$ cat src/rtl/maxpool_seq_ctrl.sv
// maxpool_seq_ctrl: takes two parallel NO_CH-channel words (A, then B),
// plays them LSB slice first into the bit-serial maxpool as one gap-free
// burst of 2*CYC cycles, and holds the pooled result in a one-entry
// valid/ready output buffer. It also provides abort, a sticky timeout error
// and a wrapping count of delivered windows.
module maxpool_seq_ctrl #(
  parameter int NO_CH   = 10,
  parameter int BW_IN   = 4,
  parameter int SER_BW  = 2,
  parameter int TIMEOUT = 16,
  parameter int CNT_W   = 16
) (
  input  logic                      clk,
  input  logic                      rst,
  input  logic                      abort,
  input  logic                      in_vld,
  output logic                      in_rdy,
  input  logic [NO_CH*BW_IN-1:0]    in_data,
  output logic                      mp_vld_in,
  output logic [NO_CH*SER_BW-1:0]   mp_data_in,
  input  logic                      mp_vld_out,
  input  logic [NO_CH*BW_IN-1:0]    mp_data_out,
  output logic                      out_vld,
  input  logic                      out_rdy,
  output logic [NO_CH*BW_IN-1:0]    out_data,
  output logic                      busy,
  output logic                      err,
  output logic [CNT_W-1:0]          win_cnt
);

  localparam int CYC = BW_IN / SER_BW;
  localparam int DW  = NO_CH * BW_IN;
  localparam int KW  = (2 * CYC > 1) ? $clog2(2 * CYC) : 1;
  localparam int TW  = $clog2(TIMEOUT + 1);

  typedef enum logic [1:0] {
    ST_IDLE,
    ST_LOAD_B,
    ST_SHIFT,
    ST_WAIT
  } state_t;

  state_t          state_q, state_d;
  logic [DW-1:0]   a_q, b_q;
  logic [KW-1:0]   k_q;
  logic [TW-1:0]   timer_q;
  logic            obuf_free;
  logic            rdy_c;
  logic            cap_a, cap_b, load_res, set_err;
  logic [DW-1:0]   sel_w;
  int unsigned     si;

  assign obuf_free = !out_vld || out_rdy;
  assign busy      = (state_q != ST_IDLE);
  assign mp_vld_in = (state_q == ST_SHIFT);
  // in_rdy is held low while reset is asserted even though IDLE would raise it
  assign in_rdy    = rdy_c && rst;

  // State register
  always_ff @(posedge clk or negedge rst) begin
    if (!rst) state_q <= ST_IDLE;
    else      state_q <= state_d;
  end

  // Next-state logic, handshake and capture strobes; abort overrides everything
  always_comb begin
    state_d  = state_q;
    rdy_c    = 1'b0;
    cap_a    = 1'b0;
    cap_b    = 1'b0;
    load_res = 1'b0;
    set_err  = 1'b0;
    case (state_q)
      ST_IDLE: begin
        rdy_c = 1'b1;
        if (in_vld) begin
          cap_a   = 1'b1;
          state_d = ST_LOAD_B;
        end
      end
      ST_LOAD_B: begin
        rdy_c = obuf_free;
        if (in_vld && obuf_free) begin
          cap_b   = 1'b1;
          state_d = ST_SHIFT;
        end
      end
      ST_SHIFT: begin
        if (k_q == KW'(2 * CYC - 1)) state_d = ST_WAIT;
      end
      ST_WAIT: begin
        if (mp_vld_out) begin
          load_res = 1'b1;
          state_d  = ST_IDLE;
        end else if (timer_q == TW'(TIMEOUT - 1)) begin
          set_err = 1'b1;
          state_d = ST_IDLE;
        end
      end
      default: state_d = ST_IDLE;
    endcase
    if (abort) begin
      state_d  = ST_IDLE;
      rdy_c    = 1'b0;
      cap_a    = 1'b0;
      cap_b    = 1'b0;
      load_res = 1'b0;
      set_err  = 1'b0;
    end
  end

  // Operand registers, slice counter and wait timer
  always_ff @(posedge clk or negedge rst) begin
    if (!rst) begin
      a_q     <= '0;
      b_q     <= '0;
      k_q     <= '0;
      timer_q <= '0;
    end else begin
      if (cap_a) a_q <= in_data;
      if (cap_b) b_q <= in_data;
      if (cap_b)                        k_q <= '0;
      else if (state_q == ST_SHIFT)     k_q <= k_q + 1'b1;
      if (state_q == ST_SHIFT)          timer_q <= '0;
      else if (state_q == ST_WAIT)      timer_q <= timer_q + 1'b1;
    end
  end

  // Serial slice select: first CYC cycles come from A, the next CYC from B
  always_comb begin
    mp_data_in = '0;
    sel_w      = (k_q < KW'(CYC)) ? a_q : b_q;
    si         = int'(k_q);
    if (si >= CYC) si = si - CYC;
    if (state_q == ST_SHIFT) begin
      for (int unsigned c = 0; c < NO_CH; c++) begin
        mp_data_in[c*SER_BW +: SER_BW] = sel_w[c*BW_IN + si*SER_BW +: SER_BW];
      end
    end
  end

  // Output buffer, window counter and sticky error; a load beats a same-cycle drain
  always_ff @(posedge clk or negedge rst) begin
    if (!rst) begin
      out_vld  <= 1'b0;
      out_data <= '0;
      win_cnt  <= '0;
      err      <= 1'b0;
    end else begin
      if (load_res) begin
        out_vld  <= 1'b1;
        out_data <= mp_data_out;
        win_cnt  <= win_cnt + 1'b1;
      end else if (out_rdy) begin
        out_vld  <= 1'b0;
      end
      if (set_err) err <= 1'b1;
    end
  end

endmodule

$ cat config.mk
export PLATFORM = sky130hd
export DESIGN_NAME = maxpool_seq_ctrl
export DESIGN_NICKNAME = d
export VERILOG_FILES = /design/src/rtl/maxpool_seq_ctrl.sv
export SDC_FILE = /design/constraint.sdc
export NUM_CORES = 1
export LEC_CHECK = 0
export CORE_MARGIN = 5
export CORE_UTILIZATION = 51
export DETAILED_ROUTE_END_ITERATION = 6
export GPL_ROUTABILITY_DRIVEN = 0
export PLACE_DENSITY_LB_ADDON = 0.3
export SKIP_CTS_REPAIR_TIMING = 1
export SYNTH_ARGS = -nofsm -noshare
export SYNTH_HDL_FRONTEND = slang
export SYNTH_SLANG_ARGS = --single-unit
$ cat constraint.sdc
create_clock -name clk -period 3.4 [get_ports clk]
set_input_delay 0.85 -clock clk [delete_from_list [all_inputs] [get_ports clk]]
set_output_delay 0.85 -clock clk [all_outputs]
set_load 0.01 [all_outputs]
==> results.sh, run 1 <==
export IMPL_status="completed"
export IMPL_firstDrtPassIters=4
export IMPL_r2r_start="state_q[1]"
export IMPL_die_height_um=122.9
export IMPL_start_kind="flip-flop"
export IMPL_synth_area_leaders="dfrtp_1 (57%), mux2_1 (11%), nand2_1 (7.8%)"
export IMPL_p_leak_nw=4.009
export IMPL_portBuffers=166
export IMPL_grt_start_max_net_pins=77
export IMPL_fin_crit_sh=0.9646
export IMPL_cts_made_buffers=17
export IMPL_synth_nets=611
export IMPL_synth_top_family_by_area="multiplexers"
export IMPL_fp_coreArea_um2=12570
export IMPL_ys_warn_count=0
export IMPL_cp_data_required_time_ps=2550
export IMPL_cp_max_fo=20
export IMPL_cap_violations=0
export IMPL_drc=0
export IMPL_ys_ff_latch=147
export IMPL_grt_pass1_vias=4908
export IMPL_grt_setup_unrepaired="no"
export IMPL_hold_class="reg2reg"
export IMPL_cts_sinks=147
export IMPL_layout_drive_gt1_share=0.1306
export IMPL_synth_top_flop_cell="dfrtp_1"
export IMPL_htreeDepth=4
export IMPL_netlist_top_cells_count="dfrtp_1 (147), nand2_1 (135), mux2_1 (63)"
export IMPL_grt_antenna_before_repair=0
export IMPL_yosys_area_share_simple=0.1150
export IMPL_routed_wl_mm=15.21
export IMPL_slew_headroom=0.3657
export IMPL_max_clock_freq_mhz=304.9
export IMPL_synth_xor_area_frac=0.02562
export IMPL_preCtsSetupSlack_ps=248.4
export IMPL_dr_first_iter_drc_count=331
export IMPL_row_count=41
export IMPL_min_period_ps=3280
export IMPL_min_delay_start="out_data[10]"
export IMPL_grt_ovfl_total=0
export IMPL_die_area_um2=15090
export IMPL_cellPowerDensity_nw_per_um2=802.3
export IMPL_cts_root_buffer="clkbuf_16"
export IMPL_tightestPinTransition_ps=951.4
export IMPL_worstPathArrival_ps=2430
export IMPL_layout_setup_ws_ps=120.4
export IMPL_diodes=0
export IMPL_crit_path_end_kind="output port"
export IMPL_yosysTopAreaCell="dfrtp_1"
export IMPL_die_w_um=122.9
export IMPL_setup_viol=0
export IMPL_syn_area_um2=6496
export IMPL_synth_compound_area_frac=0.03737
export IMPL_grt_pass1_wl_mm=24.65
export IMPL_synth_cell_types=40
export IMPL_synthMuxAreaShare=0.2096
export IMPL_crit_path_start="state_q[0]"
export IMPL_worstSetupPathType="reg2out"
export IMPL_syn_inst=515
export IMPL_slew_viol_final=0
export IMPL_cts_tree="built"
export IMPL_place_detailed_hpwl_mm=10.81
export IMPL_nets=781
export IMPL_ys_async_sr_fraction=1.000
export IMPL_synth_edff_count=0
export IMPL_clk_pin_slew_ps=60
export IMPL_avgSynthCellArea_um2=12.61
export IMPL_yosysSeqAreaShare=0.5663
export IMPL_ir_worst_vdd_v=0.0004564
export IMPL_skew_ps=7.220
export IMPL_vias=4552
export IMPL_io_pin_count=167
export IMPL_avgRoutedWirePerCell_um=17.50
export IMPL_clk_latency_ps=410
export IMPL_final_hold_viol_count=0
export IMPL_track_usage=0.2127
export IMPL_nFillCells=871
export IMPL_cts_buffer_depth=2
export IMPL_synthAdderAreaFrac=0.01926
export IMPL_postRouteAntennaNets=0
export IMPL_tns_ps=0
export IMPL_synth_most_common_cell="dfrtp_1"
export IMPL_synth_top_area_share=0.5663
export IMPL_syn_to_final_growth_pct=38.06
export IMPL_start_util=0.5169
export IMPL_vias_per_cell=5.238
==> cell type report <==
| cell class | count | area, um^2 | area share |
|---|---|---|---|
| clock buffers | 21 | 460.4 | 0.05134 |
| well taps | 172 | 215.2 | 0.02400 |
| clock inverters | 10 | 132.6 | 0.01479 |
| multi-input cells | 332 | 2666 | 0.2973 |
| repair buffers | 179 | 1785 | 0.1991 |
| flip-flops and latches | 147 | 3679 | 0.4102 |
| inverters | 8 | 30.03 | 0.003348 |
==> state kept, by name, summed over array words and instances (netlist names) <==
signal / cells
out_data: 40
timer_q: 5
a_q: 40
err: 1
win_cnt: 16
state_q: 2
b_q: 40
out_vld: 1
k_q: 2
==> cell usage in the layout (no fill, tap or decap), types with 5 or more instances in the layout <==
cell type / n
mux2_1: 63
dfrtp_1: 147
clkbuf_16: 17
nand2_1: 134
a22o_1: 18
mux4_2: 20
and3_1: 5
inv_1: 8
nand4_1: 6
ha_1: 9
mux2_2: 17
clkdlybuf4s50_1: 165
buf_4: 11
nor2_1: 7
xnor2_1: 15
==> report_power, final <==
part           total (mW)  internal (mW)  switching, mW  leakage, nW
Sequential           2.81           2.45          0.360         1.86
Combinational        2.53           1.44           1.09         1.86
Clock                1.86           1.18          0.680        0.285
Total                7.20           5.06           2.13         4.01
==> through the flow <==
step | instance area [um^2] | total power [mW] | hold WS, ps | utilization | cells
2_1_floorplan | 6496 | 4.257 | 458.7 | - | 515
3_3_place_gp | 8363 | 5.222 | 456.3 | 0.6654 | 838
3_5_place_dp | 8363 | 5.376 | 464.1 | 0.6654 | 838
4_1_cts | 8956 | 7.277 | 479.1 | 0.7126 | 869
5_1_grt | 8969 | 7.613 | 496.7 | 0.7136 | 869
6_report | 8969 | 7.196 | 472.6 | 0.7136 | 869
==> path summary, 6_finish.rpt <==
kind	endpoint	slack (ps)	cells past startpoint
worst min-delay path	out_data[10]	470	2
worst max-delay path	mp_data_in[16]	120	7
max in group asynchronous	out_data[30]	1250	3
min in group asynchronous	a_q[9]	660	2
worst max register to register	win_cnt[6]	1330	6
worst min register to register	out_data[10]	470	2
==> per-layer routing <==
layer / GRT usage / wire [um]
met5: 0 / 0
met1: 0.2526 / 6107
met2: 0.3560 / 7554
met3: 0.08525 / 1340
met4: 0.06508 / 208
==> worst max-delay path, cell delays in order, from the launching register on <==
cell and delay, ps:
dfrtp_1 410, inv_1 170, ha_4 240, inv_1 90
a21oi_2 100, buf_4 260, a22o_1 210, clkdlybuf4s50_1 540
==> cells by family after synthesis <==
logic type	count (synthesis)
buf+inv	36
compound gates	30
simple gates	172
mux	101
fa+ha+maj	10
xor+xnor	19
flops	147
Power figures use the tool's default switching activity.
==> inputs of run 2 (changes only) <==
--- a/config.mk
+++ b/config.mk
@@ -6,7 +6,7 @@
 export NUM_CORES = 1
 export LEC_CHECK = 0
 export CORE_MARGIN = 5
-export CORE_UTILIZATION = 51
+export CORE_UTILIZATION = 45
 export DETAILED_ROUTE_END_ITERATION = 6
 export GPL_ROUTABILITY_DRIVEN = 0
 export PLACE_DENSITY_LB_ADDON = 0.3
==> results.sh, run 2 (synthesis gave the netlist of run 1 again) <==
export IMPL_status="completed"
export IMPL_cellPowerDensity_nw_per_um2=801.4
export IMPL_io_pin_count=167
export IMPL_worstPathArrival_ps=2410
export IMPL_layout_drive_gt1_share=0.1304
export IMPL_htreeDepth=4
export IMPL_avgRoutedWirePerCell_um=17.37
export IMPL_p_int_mw=5.053
export IMPL_comb_power_share=0.347
export IMPL_critPathBufInv=2
export IMPL_slew_viol_final=0
export IMPL_cp_data_required_time_ps=2550
export IMPL_swShare=0.2992
export IMPL_vias=4517
export IMPL_cts_buffer_depth=2
export IMPL_pwr_share_clk=0.259
export IMPL_r2r_start="state_q[1]"
export IMPL_reg_top3="a_q (40), b_q (40), out_data (40)"
export IMPL_crit_chain="buf_12 -> mux4_2 -> a22o_1 -> clkdlybuf4s50_1"
export IMPL_cap_violations=0
export IMPL_routed_wl_mm=15.32
export IMPL_ir_worst_vdd_v=0.0004088
export IMPL_tns_ps=0
export IMPL_power_sequential_fraction=0.394
export IMPL_fin_crit_sh=0.9599
export IMPL_hold_path_cell_count=2
export IMPL_p_leak_nw=4.016
export IMPL_min_delay_start="out_data[17]"
export IMPL_clk_pin_slew_ps=60
export IMPL_layout_setup_ws_ps=136.2
export IMPL_max_clock_freq_mhz=306.4
export IMPL_drc=0
export IMPL_min_period_ps=3264
export IMPL_layout_common_cells="clkdlybuf4s50_1 (165), dfrtp_1 (146), nand2_1 (134), mux2_1 (63), mux4_2 (20)"
export IMPL_row_count=44
export IMPL_die_w_um=130.2
export IMPL_hold_class="reg2reg"
export IMPL_preCtsSetupSlack_ps=246.8
export IMPL_tightestPinTransition_ps=940.8
export IMPL_cp_max_fo=20
export IMPL_grt_start_max_net_pins=77
export IMPL_worstSetupPathType="reg2out"
export IMPL_cts_root_buffer="clkbuf_16"
export IMPL_cts_sinks=147
export IMPL_layout_commonest_cell="clkdlybuf4s50_1"
export IMPL_worstRegToRegCells=5
export IMPL_grt_pass1_wl_mm=24.94
export IMPL_dr_first_iter_drc_count=245
export IMPL_max_stage_delay_ps=570
export IMPL_cts_tree="built"
export IMPL_vias_per_cell=5.121
export IMPL_nets=781
export IMPL_diodes=0
export IMPL_cts_made_buffers=17
export IMPL_hold_end="out_data[17]"
export IMPL_portBuffers=166
export IMPL_syn_to_final_growth_pct=38.48
export IMPL_crit_path_top_delay_cell="mux4_2"
export IMPL_reg2reg_setup_slack_ps=1450
export IMPL_postPlaceCellArea_um2=8403
export IMPL_crit_path_end_kind="output port"
export IMPL_start_kind="flip-flop"
export IMPL_grt_pass1_vias=4961
export IMPL_grt_ovfl_total=0
export IMPL_fp_coreArea_um2=14370
export IMPL_grt_setup_unrepaired="no"
export IMPL_path_delay_family="buffers and inverters"
export IMPL_place_detailed_hpwl_mm=10.95
export IMPL_clk_latency_ps=410
export IMPL_die_height_um=130.2
export IMPL_slew_headroom=0.3728
export IMPL_p_sw_mw=2.157
export IMPL_start_util=0.4521
export IMPL_setup_viol=0
export IMPL_rr_endpoint="win_cnt[9]"
export IMPL_track_usage=0.1909
export IMPL_die_area_um2=16940
export IMPL_postRouteAntennaNets=0
export IMPL_fin_area_um2=8996
export IMPL_firstDrtPassIters=4
export IMPL_final_hold_viol_count=0
export IMPL_skew_ps=7.204
export IMPL_grt_antenna_before_repair=0
[run 2: worst min-delay path: cells and delay by family, from the launching register on]
kind	cells	cell delay (ps)
DFF	1	340
and+or+nand+nor	2	100
[run 2: per-layer routing]
layer	track usage	up-vias	wire length, um
li1	-	2113	-
met1	0.2351	2236	6311
met2	0.3042	152	7269
met3	0.08391	16	1537
met4	0.06112	0	203
met5	0	-	0
[run 2: power by group through the flow]
| stage | registers, mW | clock network, mW | logic [mW] |
|---|---|---|---|
| after global routing | 2.93 | 1.99 | 2.74 |
| after CTS | 2.85 | 1.91 | 2.55 |
| after detailed placement | 2.87 | 0 | 2.53 |
| after floorplan | 2.83 | 0 | 1.43 |
| after global placement | 2.80 | 0 | 2.45 |
| final | 2.84 | 1.87 | 2.50 |
[run 2: how the worst max path moves through the flow]
stage                                end  slack, ps        from  depth (start not counted)
final                      mp_data_in[3]        140      k_q[1]                          4
after CTS                 mp_data_in[10]         90      k_q[0]                          6
after detailed placement          in_rdy        250     out_rdy                          5
after global routing       mp_data_in[3]         10      k_q[1]                          4
after floorplan           mp_data_in[10]        950  state_q[0]                          7
after global placement            in_rdy        320     out_rdy                          5
[run 2: area by class of cell]
class	count	area, um^2
fill	1073	5373
tap	184	230.2
inverter	8	30.03
timing repair buffer	179	1810
sequential	147	3680
multi-input combinational	332	2654
clock inverter	12	155.1
clock buffer	20	436.7
[run 2: per-stage QoR]
| step | std cells | utilization | total power [mW] | hold WS (ps) |
|---|---|---|---|---|
| global placement | 850 | 0.5848 | 5.256 | 457.0 |
| CTS | 882 | 0.6260 | 7.310 | 476.2 |
| global route | 882 | 0.6261 | 7.660 | 495.2 |
| detailed placement | 850 | 0.5848 | 5.403 | 461.6 |
| finish | 882 | 0.6261 | 7.209 | 468.4 |
| floorplan | 515 | - | 4.257 | 458.7 |
